### config.mk
export PLATFORM = sky130hd
export DESIGN_NAME = keypad_scanner
export DESIGN_NICKNAME = d
export VERILOG_FILES = /design/src/rtl/keypad_pkg.sv /design/src/rtl/keypad_fifo.sv /design/src/rtl/keypad_scanner.sv
export SDC_FILE = /design/constraint.sdc
export NUM_CORES = 1
export LEC_CHECK = 0
export CAP_MARGIN = 20
export CELL_PAD_IN_SITES_DETAIL_PLACEMENT = 1
export CELL_PAD_IN_SITES_GLOBAL_PLACEMENT = 1
export CORE_AREA = 2 2 81 83
export CTS_BUF_LIST = sky130_fd_sc_hd__clkbuf_8
export DETAILED_ROUTE_END_ITERATION = 16
export DIE_AREA = 0 0 83 85
export PLACE_DENSITY_LB_ADDON = 0.1
export SLEW_MARGIN = 10
export SYNTH_ARGS = -nofsm -noshare
export SYNTH_HDL_FRONTEND = slang
export SYNTH_SLANG_ARGS = --single-unit
### constraint.sdc
create_clock -name clk -period 3.9 [get_ports clk]
set_input_delay 0.39 -clock clk [delete_from_list [all_inputs] [get_ports clk]]
set_output_delay 0.39 -clock clk [all_outputs]
set_load 0.01 [all_outputs]
### src/rtl/keypad_pkg.sv
// Shared types and helpers for the matrix keypad scanner.
// Row vectors are zero-extended to MAX_ROWS bits before they reach onehot_idx().
package keypad_pkg;

  typedef enum logic [1:0] {
    ST_SCAN     = 2'd0,
    ST_DEBOUNCE = 2'd1,
    ST_HELD     = 2'd2
  } scan_state_t;

  localparam int MAX_ROWS  = 32;
  localparam int ROW_IDX_W = 5;

  typedef struct packed {
    logic [ROW_IDX_W-1:0] idx;
    logic                 onehot;
  } onehot_t;

  // onehot is set only when exactly one bit is high; idx then names that bit.
  function automatic onehot_t onehot_idx(input logic [MAX_ROWS-1:0] vec);
    onehot_t res;
    res.idx    = '0;
    res.onehot = (vec != '0) && ((vec & (vec - MAX_ROWS'(1))) == '0);
    for (int i = 0; i < MAX_ROWS; i++) begin
      if (vec[i]) begin
        res.idx = ROW_IDX_W'(i);
      end
    end
    return res;
  endfunction

endpackage

### src/rtl/keypad_fifo.sv
// Synchronous first-word-fall-through FIFO for key events.
// The head entry is always visible on pop_data; push while full is accepted only alongside a pop.
module keypad_fifo #(
  parameter int WIDTH = 4,
  parameter int DEPTH = 4
) (
  input  logic             clk,
  input  logic             reset_n,
  input  logic             push,
  input  logic [WIDTH-1:0] push_data,
  input  logic             pop,
  output logic [WIDTH-1:0] pop_data,
  output logic             full,
  output logic             empty
);

  localparam int AW = $clog2(DEPTH);

  logic [WIDTH-1:0] mem_q [DEPTH];
  logic [WIDTH-1:0] mem_d [DEPTH];
  logic [AW-1:0]    wr_ptr_q, wr_ptr_d;
  logic [AW-1:0]    rd_ptr_q, rd_ptr_d;
  logic [AW:0]      count_q, count_d;
  logic             push_ok;
  logic             pop_ok;

  assign empty    = (count_q == '0);
  assign full     = (count_q == (AW+1)'(DEPTH));
  assign pop_ok   = pop && !empty;
  assign push_ok  = push && (!full || pop_ok);
  assign pop_data = mem_q[rd_ptr_q];

  always_comb begin
    mem_d    = mem_q;
    wr_ptr_d = wr_ptr_q;
    rd_ptr_d = rd_ptr_q;
    count_d  = count_q;
    if (push_ok) begin
      mem_d[wr_ptr_q] = push_data;
      wr_ptr_d        = wr_ptr_q + AW'(1);
    end
    if (pop_ok) begin
      rd_ptr_d = rd_ptr_q + AW'(1);
    end
    case ({push_ok, pop_ok})
      2'b10:   count_d = count_q + (AW+1)'(1);
      2'b01:   count_d = count_q - (AW+1)'(1);
      default: count_d = count_q;
    endcase
  end

  always_ff @(posedge clk or negedge reset_n) begin
    if (!reset_n) begin
      for (int i = 0; i < DEPTH; i++) begin
        mem_q[i] <= '0;
      end
      wr_ptr_q <= '0;
      rd_ptr_q <= '0;
      count_q  <= '0;
    end else begin
      mem_q    <= mem_d;
      wr_ptr_q <= wr_ptr_d;
      rd_ptr_q <= rd_ptr_d;
      count_q  <= count_d;
    end
  end

endmodule

### src/rtl/keypad_scanner.sv
// ROWSxCOLS matrix keypad scanner: prescaled column scan, row synchroniser,
// tick-based press/release debounce with ghost rejection, and a buffered key-event output.
module keypad_scanner
  import keypad_pkg::*;
#(
  parameter  int ROWS       = 4,
  parameter  int COLS       = 4,
  parameter  int SCAN_DIV   = 100000,
  parameter  int DEBOUNCE   = 4,
  parameter  int FIFO_DEPTH = 4,
  localparam int KEY_W      = $clog2(ROWS * COLS)
) (
  input  logic             clk,
  input  logic             reset_n,
  input  logic [ROWS-1:0]  row,
  output logic [COLS-1:0]  col,
  output logic [KEY_W-1:0] key_code,
  output logic             key_valid,
  input  logic             key_ready,
  output logic             key_down,
  output logic             overflow,
  output logic             scan_tick
);

  localparam int COL_W   = $clog2(COLS);
  localparam int CNT_W   = $clog2(DEBOUNCE + 1);
  localparam int PRESC_W = $clog2(SCAN_DIV);

  logic [PRESC_W-1:0]   presc_q, presc_d;
  logic [ROWS-1:0]      sync1_q, sync1_d;
  logic [ROWS-1:0]      sync2_q, sync2_d;
  scan_state_t          state_q, state_d;
  logic [COL_W-1:0]     col_idx_q, col_idx_d;
  logic [COLS-1:0]      col_oh_q, col_oh_d;
  logic [ROW_IDX_W-1:0] row_idx_q, row_idx_d;
  logic [CNT_W-1:0]     cnt_q, cnt_d;
  logic                 key_down_q, key_down_d;
  logic                 overflow_q, overflow_d;

  logic                 tick;
  logic [MAX_ROWS-1:0]  rs_ext;
  onehot_t              det;
  logic [ROWS-1:0]      row_oh_latched;
  logic                 advance;
  logic                 push;
  logic [ROW_IDX_W-1:0] push_row;
  logic [KEY_W-1:0]     push_code;
  logic                 pop;
  logic                 fifo_full;
  logic                 fifo_empty;

  assign tick      = (presc_q == PRESC_W'(SCAN_DIV - 1));
  assign scan_tick = tick;
  assign col       = ~col_oh_q;
  assign key_down  = key_down_q;
  assign overflow  = overflow_q;
  assign key_valid = !fifo_empty;
  assign pop       = key_valid && key_ready;

  always_comb begin
    presc_d = tick ? '0 : presc_q + PRESC_W'(1);
    sync1_d = ~row;
    sync2_d = sync1_q;
  end

  always_comb begin
    rs_ext              = '0;
    rs_ext[ROWS-1:0]    = sync2_q;
  end

  assign det            = onehot_idx(rs_ext);
  assign row_oh_latched = ROWS'(1) << row_idx_q;

  // Column stays put while a key is being qualified or held, so the same intersection is resampled.
  always_comb begin
    state_d    = state_q;
    row_idx_d  = row_idx_q;
    cnt_d      = cnt_q;
    key_down_d = key_down_q;
    push       = 1'b0;
    push_row   = row_idx_q;
    advance    = 1'b0;
    if (tick) begin
      case (state_q)
        ST_SCAN: begin
          if (sync2_q == '0) begin
            advance = 1'b1;
          end else if (det.onehot) begin
            row_idx_d = det.idx;
            push_row  = det.idx;
            if (DEBOUNCE == 1) begin
              push       = 1'b1;
              key_down_d = 1'b1;
              cnt_d      = '0;
              state_d    = ST_HELD;
            end else begin
              cnt_d   = CNT_W'(1);
              state_d = ST_DEBOUNCE;
            end
          end else begin
            advance = 1'b1;
          end
        end
        ST_DEBOUNCE: begin
          if (sync2_q == row_oh_latched) begin
            if (cnt_q == CNT_W'(DEBOUNCE - 1)) begin
              push       = 1'b1;
              key_down_d = 1'b1;
              cnt_d      = '0;
              state_d    = ST_HELD;
            end else begin
              cnt_d = cnt_q + CNT_W'(1);
            end
          end else begin
            cnt_d   = '0;
            state_d = ST_SCAN;
          end
        end
        ST_HELD: begin
          if (sync2_q == '0) begin
            if (cnt_q == CNT_W'(DEBOUNCE - 1)) begin
              key_down_d = 1'b0;
              cnt_d      = '0;
              advance    = 1'b1;
              state_d    = ST_SCAN;
            end else begin
              cnt_d = cnt_q + CNT_W'(1);
            end
          end else begin
            cnt_d = '0;
          end
        end
        default: begin
          cnt_d   = '0;
          state_d = ST_SCAN;
        end
      endcase
    end
  end

  always_comb begin
    col_idx_d = col_idx_q;
    col_oh_d  = col_oh_q;
    if (advance) begin
      col_idx_d = (col_idx_q == COL_W'(COLS - 1)) ? '0 : col_idx_q + COL_W'(1);
      col_oh_d  = {col_oh_q[COLS-2:0], col_oh_q[COLS-1]};
    end
  end

  assign push_code  = KEY_W'(32'(push_row) * 32'(COLS) + 32'(col_idx_q));
  // A pop in the same cycle frees a slot, so only an unmatched push into a full FIFO is lost.
  assign overflow_d = push && fifo_full && !pop;

  keypad_fifo #(
    .WIDTH (KEY_W),
    .DEPTH (FIFO_DEPTH)
  ) u_fifo (
    .clk       (clk),
    .reset_n   (reset_n),
    .push      (push),
    .push_data (push_code),
    .pop       (pop),
    .pop_data  (key_code),
    .full      (fifo_full),
    .empty     (fifo_empty)
  );

  always_ff @(posedge clk or negedge reset_n) begin
    if (!reset_n) begin
      presc_q    <= '0;
      sync1_q    <= '0;
      sync2_q    <= '0;
      state_q    <= ST_SCAN;
      col_idx_q  <= '0;
      col_oh_q   <= COLS'(1);
      row_idx_q  <= '0;
      cnt_q      <= '0;
      key_down_q <= 1'b0;
      overflow_q <= 1'b0;
    end else begin
      presc_q    <= presc_d;
      sync1_q    <= sync1_d;
      sync2_q    <= sync2_d;
      state_q    <= state_d;
      col_idx_q  <= col_idx_d;
      col_oh_q   <= col_oh_d;
      row_idx_q  <= row_idx_d;
      cnt_q      <= cnt_d;
      key_down_q <= key_down_d;
      overflow_q <= overflow_d;
    end
  end

endmodule
== Word-level counts from Yosys, hierarchy flattened ==
Cells that the tools add are included.

* Register bits: 66
* Bits of input ports: 7
* Output and inout port bits: 12
* Logic and storage cells: 115

* $add $sub $neg: 9
* Magnitude comparators: 3
* Equal/unequal tests: 16
* Shift-type cells: 1
* Multiplexer cells: 43
* Bitwise operators: 5
* Reductions and logical operators: 21

{| class="wikitable"
|+ Operators with widths
! cell !! count
|-
| $and A4 B32 Y32 || 1
|-
| $logic_not A32 Y1 || 1
|-
| $reduce_bool A32 Y1 || 1
|-
| $mux W5 || 6
|-
| $add A17 B1 Y17 const B || 1
|-
| $eq A17 B17 Y1 const B || 1
|-
| $mux W17 || 1
|-
| $bwmux W16 || 1
|-
| $mux W3 || 5
|-
| $mux W2 || 7
|-
| $mux W1 || 13
|-
| $mux W4 || 3
|-
| $ne A2 B2 Y1 const B || 6
|-
| $reduce_and A6 Y1 || 2
|-
| $pmux W3 S3 || 1
|-
| $bmux W4 S2 || 1
|-
| $demux W4 S2 || 1
|-
| $not A4 Y4 || 2
|-
| $logic_and A1 B1 Y1 || 7
|-
| $add A2 B1 Y2 const B || 3
|-
| $add A3 B1 Y3 const B || 2
|-
| $eq A2 B2 Y1 const B || 3
|-
| $ge A3 B3 Y1 const B || 2
|-
| $not A2 Y3 || 2
|-
| 20 further kinds || 25
|}

== Longest topological paths before layout ==
* Word-level depth: 10
* Gate-level depth with buffers: 12

== Cells and area by module ==
Synthesis repeated with hierarchy kept, for this count alone.

* Cell total of the unflattened synthesis: 237
* Area, all modules: 2927.8 um^2

{| class="wikitable"
|+ Modules (own cells, without submodules)
! module !! times used !! cells an instance !! area an instance (um^2)
|-
| keypad_scanner || 1 || 159 || 1811.7
|-
| keypad_fifo || 1 || 78 || 1116.1
|}

== Worst setup path after synthesis ==
No wires, ideal clock.

* Kind: flip-flop to flip-flop
* Start: reg presc_q[13]
* End: reg u_fifo.count_q[2]
* Arrival time: 2843 ps
* Required time: 3775 ps
* Slack: 932 ps
* Cell stages (with the launch flop): 12
* Period minus slack after synthesis: 2968 ps
* Cell sequence: dfrtp_1 or4b_1 or4_4 nor3_1 clkbuf_1 nand4_1 ha_1 inv_1 fa_1 xor2_1 nor2_1 xor2_1

* Cells in the longest elaborated chain, start to end: 5

{| class="wikitable"
|+ Ends and longest elaborated chain
! element !! RTL line !! RTL
|-
| start, declared || keypad_scanner.sv:29 || <nowiki>logic [PRESC_W-1:0] presc_q, presc_d;</nowiki>
|-
| start signal, assigned || keypad_scanner.sv:181 || <nowiki>presc_q <= presc_d;</nowiki>
|-
| $eq A17 B17 Y1 (*) || keypad_scanner.sv:52 || <nowiki>assign tick = (presc_q == PRESC_W'(SCAN_DIV - 1));</nowiki>
|-
| net scan_tick || keypad_scanner.sv:22 || <nowiki>output logic scan_tick</nowiki>
|-
| $mux W1 (*) || keypad_scanner.sv:83 || <nowiki>if (tick) begin</nowiki>
|-
| $logic_and A1 B1 Y1 (*) || keypad_fifo.sv:30 || <nowiki>assign push_ok = push && (!full || pop_ok);</nowiki>
|-
| $eq A2 B1 Y1 / $eq A2 B2 Y1 (equally long branches) || keypad_fifo.sv:45 || <nowiki>case ({push_ok, pop_ok})</nowiki>
|-
| $pmux W3 S2 / $reduce_bool A2 Y1 (equally long branches) || n/a ||
|-
| end signal, assigned || keypad_fifo.sv:64 || <nowiki>count_q <= count_d;</nowiki>
|-
| end, declared || keypad_fifo.sv:23 || <nowiki>logic [AW:0] count_q, count_d;</nowiki>
|}

The timed path passes the listed nets; every way through them passes the cells marked *.
A chain may end at the register's enable or synchronous reset.

== Worst setup path after layout ==
* Start: reg presc_q[13]
* End: out scan_tick

* Cells in the longest elaborated chain, start to end: 1

{| class="wikitable"
|+ Ends and longest elaborated chain
! element !! RTL line
|-
| $eq A17 B17 Y1 || keypad_scanner.sv:52
|-
| end, declared || keypad_scanner.sv:22
|}

Every way passes these cells.

==> impl_metrics.ini <==
[critical_path]
crit_fanout = 7
reg2reg_slack_ps = 990
endpoint_kind = output port
crit_required_ps = 3510
start_kind = flop
arrival_ps = 2760
critPathKind = reg2out

[synthesis]
syn_avg_cell_area_sq_um = 11.73
async_flop_share_pct = 100.0
synthDistinctLibCells = 42
ys_seq_area_share_pct = 53.59
synth_top_area_share_pct = 52.70
yosysTopAreaCell = dfrtp_1
yosysWarningCount = 0
syn_inst = 251
synth_nets = 267
ys.flop_type = dfrtp_1
yosysMostFrequentCell = dfrtp_1
synth.top_cells.by_area = dfrtp_1, mux2_2, xor2_1
synth_edf_count = 0
ys_top_cells_by_count = dfrtp_1, inv_1, mux2_2
synth_area_sq_mm = 0.002944
ys_ff_latch = 63

[sta]
rsz0062_at_grt = no
fin_crit_ps = 3154
fmax_mhz = 317.0
maxSlewViolCount = 0
tightest_slew_ps = 692.1
report.final.setup_viol = 0
fin_skew_ps = 9.047
max_slew_margin_pct = 53.86
finalHoldViolations = 0
fin_ws_ps = 745.8
finalSetupTns_ps = 0
post-route-period-util_pct = 80.88

[route]
dr_total_vias = 1934
drt_iter0_drc = 110
drc = 0
avgRoutedWirePerCell_um = 16.23
drt_first_pass_iters = 4
drt-vias-per-instance = 5.402
wirelength_mm = 5.811
ant_nets = 0

[pwr]
power.internal_mw = 0.9668
ir_drop_uv = 279.9
power.density_mw_per_mm2 = 371.3
seq_power_share_pct = 52.1
leakage_nw = 1.597
clockPowerShare_pct = 45.9
combPwrFrac_pct = 2.0
p_switching_mw = 0.3020
netSwitchingFraction_pct = 23.80

[placed_design]
dp_slack_ps = 975.9
place_hpwl_mm = 4.157
routabilityCongestion = 0.7458
portBuffers = 18

[cts]
cts_tree = built
ctsRootBufferMaster = clkbuf_8
cts_buffer_depth = 2
clock_sinks = 63
postCtsHoldBufs = 0
clkLatencyLatePin_ps = 340
numCtsBuffers = 9
postCtsResizedCells = 0
post_cts_buffers = 0
cts_max_level = 3
clk_pin_slew_ps = 80

[global_route]
grt_pass1_vias = 2123
antenna_found_initial = 0
grt_pass1_wl_mm = 10.54
track_usage_pct = 19.12
gr-total-overflow = 0
grt_start_max_net_pins = 34

[min_path]
hold_class = in2async

[floorplanning]
placeableCoreArea_sq_mm = 0.006205
start_util_pct = 47.45
ioPinCount = 19
die_x_um = 83
dieArea_sq_mm = 0.007055
die_height_um = 85
placementRows = 29

[status]
status = completed

[cells_and_area]
drive_above_1_share_pct = 18.86
n_antenna_cell = 0
area.growth.synth_to_final_pct = 16.06
nets = 292

[job]
cap_viol_max_count = 0
==> layer usage <==
| layer | global-route usage [%] | vias up | routed length, um |
|---|---|---|---|
| met5 | 0 | - | 0 |
| met4 | 8.942 | 0 | 97 |
| met3 | 3.599 | 9 | 116 |
| met2 | 31.23 | 24 | 2819 |
| met1 | 24.87 | 980 | 2776 |
| li1 | - | 921 | - |
==> worst paths after layout <==
kind                                            endpoint                  start  cells past startpoint
setup / recovery                               scan_tick  presc_q[13]$_DFF_PN0_                      5
hold / removal             u_fifo.count_q[1]$_DFFE_PN0P_                reset_n                      1
setup reg to reg           u_fifo.count_q[2]$_DFFE_PN0P_  presc_q[13]$_DFF_PN0_                     11
hold reg to reg                     sync2_q[2]$_DFF_PN0_   sync1_q[2]$_DFF_PN0_                      0
max in group asynchronous        col_oh_q[0]$_DFFE_PN1P_                reset_n                      2
min in group clk                    sync2_q[2]$_DFF_PN0_   sync1_q[2]$_DFF_PN0_                      0
==> power by group through the flow <==
stage / logic (mW) / clock network, mW / registers [mW]
final: 0.0255 / 0.582 / 0.661
after global routing: 0.0302 / 0.632 / 0.662
after CTS: 0.0271 / 0.603 / 0.661
after detailed placement: 0.0271 / 0 / 0.674
after global placement: 0.0268 / 0 / 0.674
after floorplan: 0.00800 / 0 / 0.672
==> through the flow <==
stage               cell area (sq um)  utilization [%]  hold slack [ps]  std cells  total power [mW]
global route                     3417            55.07            124.2        358             1.325
CTS                              3417            55.07            96.02        358             1.291
floorplan                        2944                -            94.41        251            0.6797
detailed placement               3213            51.78            336.3        342            0.7013
global placement                 3213            51.78            333.0        342            0.7009
finish                           3417            55.07            85.20        358             1.269
==> cell type report <==
cell class	instances	area, sq um
clock buffer	9	123.9
clock inverter	7	80.08
fill	648	2788
inverter	21	78.83
multi-input combinational	159	1255
sequential	63	1578
tap	77	96.34
timing repair buffer	22	205.2
==> registers in the layout, indices dropped and copies added (netlist names), 2 cells and up <==
register / cells
presc_q: 17
u_fifo.mem_q: 16
col_oh_q: 4
sync1_q: 4
sync2_q: 4
cnt_q: 3
u_fifo.count_q: 3
col_idx_q: 2
row_idx_q: 2
state_q: 2
u_fifo.rd_ptr_q: 2
u_fifo.wr_ptr_q: 2
==> worst max-delay path, cell delays in order (launching register included) <==
cell	delay, ps
dfrtp_1	410
or4b_1	550
or4_4	460
nor3_1	260
buf_4	210
clkdlybuf4s50_1	530
==> logic make-up after synthesis <==
logic type	synth area share (%)
AO/OA/AOI/OAI	3.867
XOR/XNOR	6.247
adder cells (fa/ha/maj)	4.080
buffers and inverters	3.783
flip-flops	53.59
multiplexers	13.43
AND/OR/NAND/NOR	15.00
==> cells in the final DEF, fill, tap and decap left out, types with 6 or more instances in the layout <==
master           netlist  final
xnor2_1                9      9
nor2_1                17     17
inv_1                 21     21
nand2_1               17     17
a21oi_1                6      6
clkbuf_8               0      9
mux2_2                20     20
xor2_1                12     12
dfrtp_1               62     62
nand3_1                9      9
clkdlybuf4s50_1        0     17
nand4_1                8      8
ha_1                   8      8
mux2i_1                8      8
Note: power is estimated with default switching activity, not from simulation.
